==> config.mk <==
export PLATFORM = sky130hd
export DESIGN_NAME = systolic_feeder
export DESIGN_NICKNAME = d
export VERILOG_FILES = /design/src/rtl/systolic_pkg.sv /design/src/rtl/systolic_feeder.sv
export SDC_FILE = /design/constraint.sdc
export NUM_CORES = 1
export LEC_CHECK = 0
export BUFFER_PORTS_ARGS = -buffer_cell sky130_fd_sc_hd__clkbuf_2
export CORE_MARGIN = 2
export CORE_UTILIZATION = 57
export DETAILED_ROUTE_END_ITERATION = 7
export PLACE_DENSITY_LB_ADDON = 0.2
export SETUP_SLACK_MARGIN = 0.02
export SLEW_MARGIN = 20
export SYNTH_ARGS = -nofsm -noshare
export SYNTH_HDL_FRONTEND = slang
export SYNTH_SLANG_ARGS = --single-unit
export TNS_END_PERCENT = 20
==> constraint.sdc <==
create_clock -name CLK -period 6.1 [get_ports CLK]
set_input_delay 0.305 -clock CLK [delete_from_list [all_inputs] [get_ports CLK]]
set_output_delay 0.305 -clock CLK [all_outputs]
set_load 0.1 [all_outputs]
==> src/rtl/systolic_pkg.sv <==
// =====================================================================
// systolic_pkg: shared constants and state encoding for systolic_feeder.
// Rev 1.0
// =====================================================================
`default_nettype none

package systolic_pkg;

    localparam int DATAWIDTH = 8;
    localparam int N         = 3;
    localparam int BEATS     = 2 * N - 1;

    typedef enum logic [1:0] {
        IDLE      = 2'd0,
        FEED      = 2'd1,
        FLUSH     = 2'd2,
        WAIT_DONE = 2'd3
    } state_t;

endpackage

`default_nettype wire

==> src/rtl/systolic_feeder.sv <==
// =====================================================================
// systolic_feeder: skews a 3x3 A/B matrix pair into row/column streams.
// Rev 1.0
// =====================================================================
`default_nettype none

module systolic_feeder
    import systolic_pkg::*;
#(
    parameter int DATAWIDTH = systolic_pkg::DATAWIDTH,
    parameter int TIMEOUT   = 16
) (
    input  logic                       CLK,
    input  logic                       RSTn,
    input  logic                       in_valid,
    output logic                       in_ready,
    input  logic [N*N*DATAWIDTH-1:0]   a_mat,
    input  logic [N*N*DATAWIDTH-1:0]   b_mat,
    output logic [DATAWIDTH-1:0]       A0,
    output logic [DATAWIDTH-1:0]       A1,
    output logic [DATAWIDTH-1:0]       A2,
    output logic [DATAWIDTH-1:0]       B0,
    output logic [DATAWIDTH-1:0]       B1,
    output logic [DATAWIDTH-1:0]       B2,
    output logic                       start,
    input  logic                       Done,
    output logic                       busy,
    output logic                       err
);

    localparam int              MAT_W     = N * N * DATAWIDTH;
    localparam int              WCW       = (TIMEOUT > 1) ? $clog2(TIMEOUT) : 1;
    localparam logic [WCW-1:0]  WAIT_LAST = WCW'(TIMEOUT - 1);
    localparam logic [2:0]      LAST_BEAT = 3'(BEATS - 1);

    state_t               state;
    state_t               state_nx;
    logic [2:0]           beat;
    logic [2:0]           beat_nx;
    logic [WCW-1:0]       wait_cnt;
    logic [WCW-1:0]       wait_cnt_nx;
    logic                 capture;
    logic                 err_nx;
    logic [MAT_W-1:0]     a_q;
    logic [MAT_W-1:0]     b_q;
    logic [MAT_W-1:0]     a_src;
    logic [MAT_W-1:0]     b_src;
    logic [DATAWIDTH-1:0] a_nx [N];
    logic [DATAWIDTH-1:0] b_nx [N];

    // Element (r,c) of a packed matrix, or zero when the index falls off the edge.
    function automatic logic [DATAWIDTH-1:0] skew_elem(input logic [MAT_W-1:0] m,
                                                       input int r, input int c);
        logic [DATAWIDTH-1:0] e;
        e = '0;
        if (r >= 0 && r < N && c >= 0 && c < N) begin
            for (int k = 0; k < N * N; k++) begin
                if (k == r * N + c) e = m[k*DATAWIDTH +: DATAWIDTH];
            end
        end
        return e;
    endfunction

    always_ff @(posedge CLK or negedge RSTn) begin
        if (!RSTn) begin
            state    <= IDLE;
            beat     <= '0;
            wait_cnt <= '0;
        end else begin
            state    <= state_nx;
            beat     <= beat_nx;
            wait_cnt <= wait_cnt_nx;
        end
    end

    always_comb begin
        state_nx    = state;
        beat_nx     = beat;
        wait_cnt_nx = wait_cnt;
        capture     = 1'b0;
        err_nx      = 1'b0;
        case (state)
            IDLE: begin
                wait_cnt_nx = '0;
                if (in_valid && in_ready) begin
                    state_nx = FEED;
                    beat_nx  = '0;
                    capture  = 1'b1;
                end
            end
            FEED: begin
                if (beat == LAST_BEAT) begin
                    state_nx = FLUSH;
                    beat_nx  = '0;
                end else begin
                    beat_nx = beat + 3'd1;
                end
            end
            FLUSH: begin
                state_nx    = WAIT_DONE;
                wait_cnt_nx = '0;
            end
            WAIT_DONE: begin
                // Done wins over a coinciding timeout.
                if (Done) begin
                    state_nx = IDLE;
                end else if (wait_cnt == WAIT_LAST) begin
                    state_nx = IDLE;
                    err_nx   = 1'b1;
                end else begin
                    wait_cnt_nx = wait_cnt + 1'b1;
                end
            end
            default: state_nx = IDLE;
        endcase
    end

    // Outputs are computed from the next state so beat 0 appears one cycle after transfer.
    always_comb begin
        a_src = capture ? a_mat : a_q;
        b_src = capture ? b_mat : b_q;
        for (int i = 0; i < N; i++) begin
            a_nx[i] = '0;
            b_nx[i] = '0;
            if (state_nx == FEED) begin
                a_nx[i] = skew_elem(a_src, i, int'(beat_nx) - i);
                b_nx[i] = skew_elem(b_src, int'(beat_nx) - i, i);
            end
        end
    end

    always_ff @(posedge CLK or negedge RSTn) begin
        if (!RSTn) begin
            a_q      <= '0;
            b_q      <= '0;
            A0       <= '0;
            A1       <= '0;
            A2       <= '0;
            B0       <= '0;
            B1       <= '0;
            B2       <= '0;
            start    <= 1'b0;
            busy     <= 1'b0;
            err      <= 1'b0;
            in_ready <= 1'b0;
        end else begin
            if (capture) begin
                a_q <= a_mat;
                b_q <= b_mat;
            end
            A0       <= a_nx[0];
            A1       <= a_nx[1];
            A2       <= a_nx[2];
            B0       <= b_nx[0];
            B1       <= b_nx[1];
            B2       <= b_nx[2];
            start    <= (state_nx != IDLE);
            busy     <= (state_nx != IDLE);
            err      <= err_nx;
            in_ready <= (state_nx == IDLE);
        end
    end

endmodule

`default_nettype wire

# == Yosys cells after proc, flatten, opt, wreduce, memory -nomap -nowiden ==
# Cells that the tools add are included.
# totals
mem_count,0
latchBits,0
ramBits,0
wordCells,185
rom_bits,0
reg_bits,204
# classes
n_addsub,8
n_reduce_logical,16
n_bitwise,0
order_cmp,6
n_shift,0
eq_ne,55
div_mod_pow,0
n_mul,3
n_mux,83
# ops
op,count
$mux 8,65
$eq 4x32->1 const A,12
$eq 3x32->1 const A,6
$logic_not 32->1,6
$mux 72,2
$eq 2x32->1 const A,3
$eq 4x8->1 const A,8
$eq 5x32->1 const A,2
$eq 3x8->1 const A,4
$eq 2x8->1 const A,2
$eq 5x8->1 const A,2
$mul 4x3->7 const B,2
$eq 3x3->1 const A,4
$add 7x2->8 const B,1
$add 7x3->8 const B,1
$ge 4x1->1 const B,2
$lt 4x3->1 const B,2
$mux 2,4
$mux 4,2
$pmux 2 s4,1
$pmux 4 s2,1
$eq 2x3->1 const A,2
$mux 3,2
$pmux 3 s2,1
22 further kinds,34

# == Logic depth before layout (Yosys ltp) ==
# logic_depth
word_depth,18
mapped_depth,22
ltp_nobuf,19

# == Worst setup path after synthesis ==
# No wires, ideal clock.
# synth_path
kind,register to register
from,register in_ready
to,register B1[1]
path_buffers,3
t_arrival_ps,5133
path_stages_with_launch,21
setup_slack_ps,822
synth_period_minus_slack_ps,5278
path_cell_list,dfrtp_1 -> a21oi_2 -> o21ai_0 -> nand2_1 -> inv_1 -> ha_1 -> clkbuf_1 -> inv_1 -> a21oi_1 -> nor2_1 -> ha_1 -> fa_1 -> nand2b_1 -> a221oi_1 -> nand4_1 -> a211oi_1 -> buf_4 -> buf_4 -> nand2_1 -> o221ai_1 -> a211oi_1
# synth_rtl
item,line,rtl
start: declaration,systolic_feeder.sv:16,"output logic in_ready,"
start signal: assignment,systolic_feeder.sv:160,in_ready <= (state_nx == IDLE);
end signal: assignment,systolic_feeder.sv:155,B1 <= b_nx[1];
end: declaration,systolic_feeder.sv:23,"output logic [DATAWIDTH-1:0] B1,"

==> impl_metrics.env <==
export IMPL_insertedDiodeCount=0
export IMPL_die_h_um=145
export IMPL_cp_cell_sequence="a21oi_2 > o21ai_0 > nand2_1 > inv_1 > ha_1 > inv_1 > a21oi_1 > nor2_1 > ha_1 > fa_1 > nand2b_1 > a221oi_1 > nand4_1 > a2111oi_4 > a221oi_1 > a221o_1 > a211oi_1"
export IMPL_wire_per_inst_um=23.3
export IMPL_crit_slowest_cell="a2111oi_4"
export IMPL_clkTransAtPathRegs_ps=70
export IMPL_required_ps=6520
export IMPL_critPathKind="flip-flop to flip-flop"
export IMPL_synth_edf_count=0
export IMPL_synth_yosys_seq_area_share=0.447
export IMPL_drtAntennaViolNets=0
export IMPL_r2r_end="B1[3]$_DFF_PN0_"
export IMPL_syn_to_final_growth_pct=16.4
export IMPL_slowest_delay_ps=610
export IMPL_finClkSkew_ps=15.8
export IMPL_drc_errors=0
export IMPL_worstRegToRegCells=17
export IMPL_netlist_instances=1095
export IMPL_start_kind="flip-flop"
export IMPL_die_area_um2=21200
export IMPL_coreArea_um2=19500
export IMPL_cp_arrival_ps=5890
export IMPL_io_buffers=199
export IMPL_syn_avg_cell_area_um2=10.4
export IMPL_cts_buffer_depth=3
export IMPL_period_needed_ps=5480
export IMPL_drt_total_wl_mm=36.0
export IMPL_first_pass_iters=6
export IMPL_worst_pin_slew_ps=1140
export IMPL_nets=1445
export IMPL_fin_crit_sh=0.898
export IMPL_finalSetupTns_ps=0
export IMPL_pin_count=200
export IMPL_holdCritPathClass="primary input to flip-flop"
export IMPL_rows=51
export IMPL_vias=10200
export IMPL_synth_cell_types=82
export IMPL_antenna_found_initial=0
export IMPL_hold_depth=2
export IMPL_cts_tree="done"
export IMPL_hold_path_end="a_q[24]$_DFF_PN0_"
export IMPL_grt_max_degree=76
export IMPL_drive_above_1_share=0.293
export IMPL_clock_latency_ps=510
export IMPL_place_hpwl_mm=25.7
export IMPL_post_cts_buffers=0
export IMPL_grt_usage=0.339
export IMPL_status="completed"
export IMPL_synth_net_count=1270
export IMPL_cts_root_buf="clkbuf_16"
export IMPL_gr_total_overflow=0
export IMPL_finalSetupViolations=0
export IMPL_end_kind="flip-flop"
export IMPL_worst_path_max_fanout=13
export IMPL_hold_viol_final=0
export IMPL_async_flop_share=1.00
export IMPL_rsz0062_at_grt="false"
export IMPL_cap_violations=0
export IMPL_synthFlopType="dfrtp_1"
export IMPL_cts_resized=0
export IMPL_grt_pass1_vias=9741
export IMPL_maxSlewViolCount=0
export IMPL_gp_congestion=1.00
export IMPL_cts_htree_levels=1
export IMPL_syn_area_um2=11400
export IMPL_grt_pass1_wl_mm=56.6
export IMPL_numCtsBuffers=22
export IMPL_r2r_start="state[0]$_DFF_PN0_"
export IMPL_yosys_register_bits=204
export IMPL_max_freq_mhz=183
export IMPL_vias_per_cell=6.60
export IMPL_clock_sinks=204
export IMPL_reg2reg_slack_ps=620
export IMPL_final_util=0.680
export IMPL_yosysWarnings=0
export IMPL_start_util=0.584
export IMPL_slew_headroom=0.239
export IMPL_min_from="a_mat[24]"
export IMPL_first_iter_violations=1157
export IMPL_die_width_um=145
-- through the flow --
step	cells	cell area [µm²]	worst slack, ps	hold slack [ps]
after floorplan	1095	11400	822	9.41
after global placement	1510	12500	875	323
after detailed placement	1510	12500	716	332
after CTS	1550	13300	703	54.9
after global routing	1550	13300	139	72.9
final	1550	13300	625	64.2
-- metal layers --
metal,GRT usage,part of all wire,vias up
li1,-,-,4483
met1,0.527,0.43,4938
met2,0.457,0.40,730
met3,0.107,0.14,80
met4,0.0882,0.025,0
met5,0,0,-
-- area by class of cell --
type | instances | area, µm²
clock inverters | 5 | 78.8
multi-input cells | 750 | 5670
well taps | 265 | 332
clock buffers | 34 | 647
fillers | 1559 | 6240
repair buffers | 221 | 1180
flip-flops and latches | 204 | 5100
inverters | 71 | 267
-- layout by cell type, fill, tap and decap left out, drive strengths merged, types with 4 or more instances in the layout --
| master | count |
|---|---|
| a211o | 6 |
| a211oi | 32 |
| a21boi | 4 |
| a21oi | 75 |
| a221o | 20 |
| a221oi | 47 |
| a22o | 4 |
| a22oi | 21 |
| a31oi | 22 |
| and2 | 4 |
| and3 | 4 |
| buf | 21 |
| clkbuf | 233 |
| clkinv | 7 |
| dfrtp | 204 |
| ha | 25 |
| inv | 67 |
| mux2 | 105 |
| mux2i | 42 |
| nand2 | 70 |
| nand2b | 10 |
| nand3 | 19 |
| nand4 | 7 |
| nor2 | 59 |
| nor2b | 8 |
| nor3 | 12 |
| nor3b | 6 |
| o211ai | 13 |
| o21a | 5 |
| o21ai | 34 |
| o221ai | 15 |
| o22ai | 15 |
| o311ai | 7 |
| o31ai | 5 |
| xnor2 | 6 |
-- sequential cells by signal, indices dropped and copies added, names as in the netlist --
name / flops
A1: 8
b_q: 72
A2: 8
wait_cnt: 4
state: 2
B1: 8
busy: 1
beat: 3
A0: 8
a_q: 72
B2: 8
err: 1
B0: 8
in_ready: 1
-- worst max-delay path, delay by kind of cell (launching register included) --
kind | cells | cell delay [ps]
AOI/OAI and AO/OA | 8 | 2150
adders and majority gates | 3 | 1230
buffers and inverters | 2 | 460
DFF | 1 | 600
and+or+nand+nor | 4 | 940
-- cell usage after synthesis, drive strengths merged (6+ instances only) --
library cell / n / area [µm²]
nor2b: 8 / 50.1
o221ai: 15 / 131
nor3: 12 / 60.1
buf: 28 / 226
a221oi: 47 / 429
a31oi: 22 / 138
o21ai: 34 / 174
nand4: 7 / 43.8
mux2: 105 / 1180
nand2: 70 / 263
ha: 25 / 313
nor3b: 6 / 45.0
a21oi: 75 / 379
a221o: 20 / 200
o211ai: 13 / 97.6
nor2: 59 / 224
clkbuf: 42 / 159
o311ai: 7 / 61.3
mux2i: 42 / 420
xnor2: 6 / 52.6
a211oi: 32 / 250
nand3: 19 / 100
nand2b: 10 / 70.1
inv: 67 / 251
o22ai: 15 / 93.8
a211o: 6 / 52.6
dfrtp: 204 / 5100
a22oi: 21 / 158
-- cell families (layout without fill, tap and decap cells) --
kind of cell,Yosys count,count (layout),share of synthesized area
AO/OA/AOI/OAI,356,356,0.229
XOR/XNOR,9,9,0.00691
adder cells (fa/ha/maj),27,27,0.0309
buffers and inverters,141,331,0.0571
flip-flops,204,204,0.447
multiplexers,147,147,0.140
AND/OR/NAND/NOR,211,211,0.0887
-- timing repair --
action,CTS,global route
hold buffers,1,0
endpoints found under the hold margin,67,0
endpoints found under the setup margin,0,0
-- worst max-delay path by stage --
stage	depth (start not counted)	endpoint	start	slack, ps
3_3_place_gp	17	B1[3]$_DFF_PN0_	state[0]$_DFF_PN0_	880
6_report	17	B1[3]$_DFF_PN0_	state[0]$_DFF_PN0_	620
4_1_cts	17	B1[3]$_DFF_PN0_	state[0]$_DFF_PN0_	700
2_1_floorplan	20	B1[1]$_DFF_PN0_	in_ready$_DFF_PN0_	820
3_5_place_dp	17	B1[3]$_DFF_PN0_	state[0]$_DFF_PN0_	720
5_1_grt	17	B1[1]$_DFF_PN0_	state[0]$_DFF_PN0_	140
Power is not shown: default switching activity piles up to over one toggle a cycle in this logic, so the estimate is an artifact.
